**config.mk**
```make
export PLATFORM = sky130hd
export DESIGN_NAME = dl_multi_capture
export DESIGN_NICKNAME = d
export VERILOG_FILES = /design/src/rtl/dl_multi_capture.sv
export SDC_FILE = /design/constraint.sdc
export NUM_CORES = 1
export LEC_CHECK = 0
export ABC_AREA = 1
export CAP_MARGIN = 0
export CORE_MARGIN = 4
export CORE_UTILIZATION = 32
export DETAILED_ROUTE_END_ITERATION = 16
export DONT_BUFFER_PORTS = 1
export GPL_TIMING_DRIVEN = 1
export PLACE_DENSITY = 0.57
export SETUP_SLACK_MARGIN = 0.5
export SYNTH_ARGS = -nofsm -noshare
export SYNTH_HDL_FRONTEND = slang
export SYNTH_SLANG_ARGS = --single-unit
```
**constraint.sdc**
```tcl
create_clock -name clk_clk -period 3.8 [get_ports clk_clk]
set_input_delay 0.76 -clock clk_clk [delete_from_list [all_inputs] [get_ports clk_clk]]
set_output_delay 0.76 -clock clk_clk [all_outputs]
set_load 0.02 [all_outputs]
```
**src/rtl/dl_multi_capture.sv**
```systemverilog
// Multi-channel sampled capture with start/stop/trigger control and an overflow-counting frame FIFO.
// Define DL_TIMESTAMP_EN to store a free-running 32-bit cycle timestamp alongside every frame.
module dl_multi_capture #(
    parameter int CH_NUM     = 4,
    parameter int DATA_W     = 8,
    parameter int FIFO_DEPTH = 16,
    parameter int DIV_W      = 16,
    parameter int CNT_W      = 16
) (
    input  logic                        clk_clk,
    input  logic                        reset_reset,
    input  logic [CH_NUM*DATA_W-1:0]    ch_data_in,
    input  logic                        trig_in,
    input  logic                        start,
    input  logic                        stop,
    input  logic                        trig_en,
    input  logic [DIV_W-1:0]            sample_div,
    input  logic [CNT_W-1:0]            frame_limit,
    input  logic                        clr_ovf,
    output logic [CH_NUM*DATA_W-1:0]    out_data,
`ifdef DL_TIMESTAMP_EN
    output logic [31:0]                 out_timestamp,
`endif
    output logic                        out_valid,
    input  logic                        out_ready,
    output logic [$clog2(FIFO_DEPTH):0] fifo_level,
    output logic                        busy,
    output logic                        ovf_flag,
    output logic [CNT_W-1:0]            ovf_cnt
);

    localparam int FRAME_W = CH_NUM * DATA_W;
    localparam int PTR_W   = $clog2(FIFO_DEPTH);
    localparam int LVL_W   = PTR_W + 1;
`ifdef DL_TIMESTAMP_EN
    localparam int ENTRY_W = FRAME_W + 32;
`else
    localparam int ENTRY_W = FRAME_W;
`endif

    typedef enum logic [1:0] {
        ST_IDLE,
        ST_ARMED,
        ST_RUN
    } state_t;

    logic [FRAME_W-1:0] ch_s1, ch_s2;
    logic               trig_s1, trig_s2, trig_d;
    logic               trig_edge;

    // NOTE: sequential state uses non-blocking (<=) so every flop samples pre-edge values.
    always_ff @(posedge clk_clk) begin
        if (reset_reset) begin
            ch_s1   <= '0;
            ch_s2   <= '0;
            trig_s1 <= 1'b0;
            trig_s2 <= 1'b0;
            trig_d  <= 1'b0;
        end else begin
            ch_s1   <= ch_data_in;
            ch_s2   <= ch_s1;
            trig_s1 <= trig_in;
            trig_s2 <= trig_s1;
            trig_d  <= trig_s2;
        end
    end

    assign trig_edge = trig_s2 & ~trig_d;

    state_t             state_q, state_n;
    logic [DIV_W-1:0]   div_q;
    logic [CNT_W-1:0]   frame_cnt_q;
    logic [CNT_W-1:0]   frame_cnt_inc;
    logic               tick;

    assign frame_cnt_inc = frame_cnt_q + CNT_W'(1);

    // NOTE: defaults first so no path through the case leaves an output unassigned (no latches).
    always_comb begin
        state_n = state_q;
        tick    = 1'b0;
        unique case (state_q)
            ST_IDLE: begin
                if (start && !stop) state_n = ST_ARMED;
            end
            ST_ARMED: begin
                if (stop)                        state_n = ST_IDLE;
                else if (!trig_en || trig_edge)  state_n = ST_RUN;
            end
            ST_RUN: begin
                if (stop) begin
                    state_n = ST_IDLE;
                end else begin
                    tick = (div_q == sample_div);
                    if (tick && frame_limit != '0 && frame_cnt_inc == frame_limit)
                        state_n = ST_IDLE;
                end
            end
            default: state_n = ST_IDLE;
        endcase
    end

    always_ff @(posedge clk_clk) begin
        if (reset_reset) state_q <= ST_IDLE;
        else             state_q <= state_n;
    end

    assign busy = (state_q != ST_IDLE);

    // The divider is preloaded to sample_div on RUN entry so the first RUN cycle already ticks.
    always_ff @(posedge clk_clk) begin
        if (reset_reset) begin
            div_q       <= '0;
            frame_cnt_q <= '0;
        end else if (state_q == ST_IDLE && state_n == ST_ARMED) begin
            div_q       <= '0;
            frame_cnt_q <= '0;
        end else if (state_q == ST_ARMED && state_n == ST_RUN) begin
            div_q       <= sample_div;
        end else if (tick) begin
            div_q       <= '0;
            frame_cnt_q <= frame_cnt_inc;
        end else if (state_q == ST_RUN && !stop) begin
            div_q       <= div_q + DIV_W'(1);
        end
    end

    logic [ENTRY_W-1:0] push_entry;

`ifdef DL_TIMESTAMP_EN
    logic [31:0] ts_q;

    always_ff @(posedge clk_clk) begin
        if (reset_reset) ts_q <= '0;
        else             ts_q <= ts_q + 32'd1;
    end

    assign push_entry = {ts_q, ch_s2};
`else
    assign push_entry = ch_s2;
`endif

    logic [ENTRY_W-1:0] mem [FIFO_DEPTH];
    logic [LVL_W-1:0]   wr_cnt, rd_cnt, rd_next, lvl_after_pop;
    logic [ENTRY_W-1:0] head_q, head_next;
    logic               pop, full, push, drop, keep_head;

    assign fifo_level = wr_cnt - rd_cnt;
    assign full       = (fifo_level == LVL_W'(FIFO_DEPTH));
    assign pop        = out_valid & out_ready;
    assign push       = tick & (~full | pop);
    assign drop       = tick & full & ~pop;

    // NOTE: storage is not reset; only pointers and the output register need a known state.
    always_ff @(posedge clk_clk) begin
        if (push) mem[wr_cnt[PTR_W-1:0]] <= push_entry;
    end

    // Head register is loaded with the entry that will be at the front after this cycle;
    // a push into an otherwise empty FIFO bypasses the memory.
    always_comb begin
        rd_next       = rd_cnt + LVL_W'(pop);
        lvl_after_pop = fifo_level - LVL_W'(pop);
        keep_head     = (lvl_after_pop != '0) || push;
        head_next     = mem[rd_next[PTR_W-1:0]];
        if (push && lvl_after_pop == '0) head_next = push_entry;
    end

    always_ff @(posedge clk_clk) begin
        if (reset_reset) begin
            wr_cnt    <= '0;
            rd_cnt    <= '0;
            head_q    <= '0;
            out_valid <= 1'b0;
        end else begin
            wr_cnt    <= wr_cnt + LVL_W'(push);
            rd_cnt    <= rd_next;
            out_valid <= keep_head;
            if (keep_head) head_q <= head_next;
        end
    end

    assign out_data = head_q[FRAME_W-1:0];
`ifdef DL_TIMESTAMP_EN
    assign out_timestamp = head_q[ENTRY_W-1 -: 32];
`endif

    // A clear coinciding with a drop leaves exactly that one drop recorded.
    always_ff @(posedge clk_clk) begin
        if (reset_reset) begin
            ovf_flag <= 1'b0;
            ovf_cnt  <= '0;
        end else if (clr_ovf) begin
            ovf_flag <= drop;
            ovf_cnt  <= CNT_W'(drop);
        end else if (drop) begin
            ovf_flag <= 1'b1;
            if (ovf_cnt != '1) ovf_cnt <= ovf_cnt + CNT_W'(1);
        end
    end

endmodule

```
=== After elaboration in Yosys (flattened, before gate mapping) ===
Memory sizes are Yosys's and may differ from the RTL's.
Index checks and enable logic that the tools add are counted.

* Reduce and logical (&&, ||, !) cells: 24
* Add/sub/neg operators: 7
* Bitwise operators: 10
* Eq/ne operators: 8
* Muxes and demuxes: 19

{| class="wikitable"
|+ Operators with widths
! operator !! count
|-
| $add 16x1->16 const B || 3
|-
| $mux 16 || 3
|-
| $eq 16x16->1 || 2
|-
| $mux 32 || 1
|-
| $ne 16x16->1 const B || 1
|-
| $reduce_bool 16->1 || 1
|-
| $add 5x1->5 || 2
|-
| $mux 2 || 5
|-
| $mux 1 || 9
|-
| $logic_and 1x1->1 || 7
|-
| $pmux 2 s3 || 1
|-
| $reduce_and 2->1 || 3
|-
| $reduce_bool 2->1 || 3
|-
| $and 1x1->1 || 5
|-
| $eq 5x5->1 const B || 1
|-
| $logic_not 5->1 || 1
|-
| $reduce_bool 5->1 || 1
|-
| $sub 5x1->5 || 1
|-
| $sub 5x5->5 || 1
|-
| $eq 2x1->1 const B || 2
|-
| $eq 2x2->1 const B || 2
|-
| $not 1->1 || 4
|-
| $reduce_or 2->1 || 2
|-
| $reduce_bool 3->1 || 1
|-
| 4 further kinds || 6
|}

* Register bits after elaboration: 161
* Memories: 1
* Input port bits: 72
* Bits in writable memories: 512

{| class="wikitable"
|+ Memories
! name !! words !! bits a word !! read ports !! clocked after Yosys merged registers in !! write ports !! line !! source
|-
| mem || 16 || 32 || 1 || 0 || 1 || 143 || <nowiki>logic [ENTRY_W-1:0] mem [FIFO_DEPTH];</nowiki>
|}

=== Logic depth before layout (Yosys ltp) ===
* Depth after elaboration: 10
* Gate-level depth with buffers: 16
* Mapped depth without buffers: 15

=== Least setup slack after synthesis ===
OpenSTA, ideal clock, no wires.

* Path kind: register -> register
* From: register wr_cnt[0]
* To: memory mem[10][0] (netlist bit), enable pin
* Setup time: 0.421 ns
* Period minus slack after synthesis: 3.701 ns
* Cell stages (with the launch flop): 13
* Arrival: 3.280 ns
* Setup slack: 0.099 ns
* Cell sequence: dfxtp_1 > inv_1 > ha_1 > inv_1 > fa_1 > nand3_1 > nand2_1 > xor2_1 > nand3_2 > nand2_4 > inv_2 > nand3_1 > nor2_1

* Longest elaborated chain between the ends: 7

{| class="wikitable"
|+ RTL lines
! item !! line !! source
|-
| start: declaration || 144 || <nowiki>logic [LVL_W-1:0] wr_cnt, rd_cnt, rd_next, lvl_after_pop;</nowiki>
|-
| start signal: assignment || 176 || <nowiki>wr_cnt <= wr_cnt + LVL_W'(push);</nowiki>
|-
| $sub 5x5->5 || 148 || <nowiki>assign fifo_level = wr_cnt - rd_cnt;</nowiki>
|-
| named net fifo_level[4] || 26 || <nowiki>output logic [$clog2(FIFO_DEPTH):0] fifo_level,</nowiki>
|-
| $eq 5x5->1 || 149 || <nowiki>assign full = (fifo_level == LVL_W'(FIFO_DEPTH));</nowiki>
|-
| $not 1->1 || 151 || <nowiki>assign push = tick & (~full | pop);</nowiki>
|-
| $or 1x1->1 || 151 ||
|-
| $and 1x1->1 || 151 ||
|-
| $mux 1 || 156 || <nowiki>if (push) mem[wr_cnt[PTR_W-1:0]] <= push_entry;</nowiki>
|-
| $mux 1 (implied by the code) || 156 ||
|-
| end: declaration || 143 ||
|}

The timed path passes the listed nets, and every way through them passes these cells.

=== Final worst setup path ===
* From: register wr_cnt[0]
* To: memory mem[6][11] (netlist bit), enable pin

Same word-level chain as after synthesis.

==> metrics.md <==
| Metric | Value |
|---|---|
| Status | complete, no violations |
| H-tree levels | 3 |
| Avg WL per Cell | 19.3 um |
| Leakage Power | between 10 and 15 nW |
| Synth warn | 0 |
| Tmin final | 3.17 ns |
| Fin Setup TNS | 0 ns |
| Worst Reg-to-Reg Cells | 13 |
| GPL Wtd Cong | between 0.8 and 0.9 |
| Critical path class | reg -> reg |
| Buffers on Ports | 0 |
| Total global-route track usage | 15.9% |
| Avg Inst Size Synth | ~11 sq um |
| Slew Viols, Final | 0 |
| Vias/cell | slightly below 5 |
| Final nets | between 2000 and 3000 |
| Power Dens Cells | between 600 and 700 mW/mm^2 |
| DRC | 0 |
| Power Total | 19.2 mW |
| WHS | roughly 0.22 ns |
| Post-DP HPWL | 44400 um |
| Hold Path Cell Cnt | 1 |
| Max cap viols | 0 |
| Setup violators final | 0 |
| Die W | 302 um |
| Peak Freq | 316 MHz |
| Min-delay worst type | in -> reg |
| Critical Path, Cell by Cell | inv_1 > ha_1 > inv_1 > fa_1 > xnor2_2 > inv_1 > nor2_1 > nand3_2 > nand2_4 > inv_2 > nand3_1 > nor2_4 > buf_4 |
| Initial core utilization | roughly 32% |
| Share of layout cells above drive strength 1 | under 10% |
| Largest net degree at the start of global routing | 145 |
| Antenna viol nets, final | 0 |
| Mapped Nets | 2701 |
| Worst IR Drop VDD | around 0.00050 V |
| Via count | ~19000 |
| Tightest Pin Transition | approximately 1 ns |
| Hold Vio Cnt, Final | 0 |
| Placeable Area | roughly 0.085 sq mm |
| WL final | 73700 um |
| Synth area leader | edfxtp_1 |
| WP data required | a little over 4 ns |
| # rows | 107 |
| Worst-path fanout max | 17 |
| Inserted Diodes | 0 |
| Register area share after synthesis | between 60% and 70% |
| Final Skew | between 0.02 and 0.025 ns |
| Overflow after GRT | 0 |
| Clk Latency, worst-skew pair | around 0.62 ns |
| First-pass GRT wire length | about 110000 um |
| DR iter-0 viols | 1427 |
| CP most frequent cell | inv_1 |
| Number of global-route vias before repair | 17900 |
| Clock Tree Root | clkbuf_16 |
| Clock Pin Slew Worst Setup and Hold Paths | about 0.06 ns |
| 1st-pass router iterations | 6 |
| Gate Count Post-Synth | ~2600 |
| RSZ-0062 raised after global routing | true |
| CTS Buf Count | between 70 and 80 |
| Yosys reg bits | between 600 and 700 |
| I/O Pins | 128 |
| Max clock buf depth | 3 |
| Die Ht | 302 um |
| Period Utilization, post-route | a little over four fifths |
| Die ar. | 0.0909 sq mm |
| Initial antenna violation count | 1 |
| CP arrival | ~3.5 ns |
| Share of the synthesized area in the top cell type | a little under three fifths |
| CP startpoint kind | register |
| Post-Syn Area | 0.0276 sq mm |
| Synth top area cells | edfxtp_1 56%, dfxtp_1 12%, nor2_1 6.1%, o21ai_0 5.4%, nand2_1 4.7% |
| Yosys cell types | 38 |
| Slew headroom | about a third |
| Crit-path slowest cell | fa_1 |
| Clock tree sinks | about 670 |
| CTS tree | done |
| Crit end category | register |
| Hold buffer count at CTS | 0 |
| Worst path max stage delay | 0.42 ns |
| Area grow syn2layout | 15.5% |
==> registers in the layout, summed over array words and instances (netlist names) <==
name and cells:
trig_s1 1, rd_cnt 5, ovf_cnt 16, ovf_flag 1, state_q 2, div_q 16, ch_s1 32, out_valid 1
wr_cnt 5, frame_cnt_q 16, ch_s2 32, trig_d 1, trig_s2 1, mem 512, out_data 32
==> cells in the final DEF, fill, tap and decap left out, drive strengths merged, types with 18 or more instances in the layout <==
cell type,n
clkbuf,100
clkinv,25
dfxtp,161
nor3,19
o21ai,346
inv,229
xor2,18
o22ai,130
nand2,347
buf,60
edfxtp,512
xnor2,22
a21oi,33
nand3,128
nor2,455
o221ai,24
nand4,27
==> cell type report <==
type / count / area, sq um
Tap cell: 1144 / 1430
Inverter: 229 / 871
Sequential cell: 673 / 18600
Timing Repair Buffer: 61 / 790
Fill cell: 8286 / 53400
Clock buffer: 99 / 2020
Clock inverter: 32 / 363
Multi-Input combinational cell: 1581 / 7770
==> cells by family after synthesis <==
group,after synthesis,share of synthesized area [%]
buffers and inverters,363,5.09
adder cells (fa/ha/maj),13,0.617
AO/OA/AOI/OAI,546,11.0
AND/OR/NAND/NOR,981,14.6
XOR/XNOR,40,1.27
flip-flops,673,67.5
==> metal layers <==
layer / global-route usage [%] / wire length, um / vias to the layer above
li1: - / - / 9077
met3: 4.04 / 5540 / 92
met1: 21.5 / 32200 / 9136
met2: 25.3 / 34200 / 537
met4: 5.09 / 1870 / 0
met5: 0 / 0 / -
==> Yosys cell counts <==
cell and instances:
edfxtp_1 512, nor2_1 447, nand2_1 344, o21ai_0 296, inv_1 222, dfxtp_1 161
o22ai_1 130, nand3_1 127, clkbuf_1 94, o21ai_1 50, a21oi_1 32, nand4_1 27
o221ai_1 24, buf_2 23, xnor2_1 22, xor2_1 18, nor3_1 17, buf_1 14
ha_1 12, o211ai_1 9, inv_2 5, nor2_2 5, a31oi_1 3, buf_4 3
nor4_1 3, clkinv_1 2, nand2_4 2, nand3b_1 2, a21o_1 1, a21oi_4 1
fa_1 1, nand2_2 1, nand3_2 1, nor2_4 1, nor2_8 1, nor3_2 1
nor3_4 1, or2_0 1
==> worst max-delay path, delay by kind of cell, from the launching register on <==
kind / cells / cell delay (ns)
XOR/XNOR: 1 / 0.19
adder cells (fa/ha/maj): 2 / 0.57
buffers and inverters: 5 / 0.86
flip-flops: 1 / 0.33
AND/OR/NAND/NOR: 5 / 0.87
==> final timing paths <==
path	from	to	slack (ns)
max	wr_cnt[0]	mem[6][11]	0.63
min	reset_reset	trig_s2	0.22
max reg2reg	wr_cnt[0]	mem[6][11]	0.63
min reg2reg	ch_s1[16]	ch_s2[16]	0.39
==> what timing repair did <==
item,in CTS,in global routing
setup buffers,0,13
endpoints found under the setup margin,0,221
resized for setup,0,7
==> power breakdown <==
part | leakage [nW] | internal [mW] | switching (mW)
clock | 1.17 | 4.16 | 2.90
combinational | 4.15 | 1.11 | 2.64
sequential | 6.03 | 8.04 | 0.370
total | 11.3 | 13.3 | 5.90
==> metrics by stage <==
step | instances | setup WS, ns | util [%] | cell area [sq um]
2_1_floorplan | 2616 | 0.0987 | - | 27600
3_3_place_gp | 3674 | 0.561 | 34.4 | 29300
3_5_place_dp | 3674 | 0.562 | 34.4 | 29300
4_1_cts | 3805 | 0.529 | 37.1 | 31700
5_1_grt | 3819 | 0.464 | 37.3 | 31800
6_report | 3819 | 0.634 | 37.3 | 31800
Note: power is estimated with default switching activity, not from simulation.
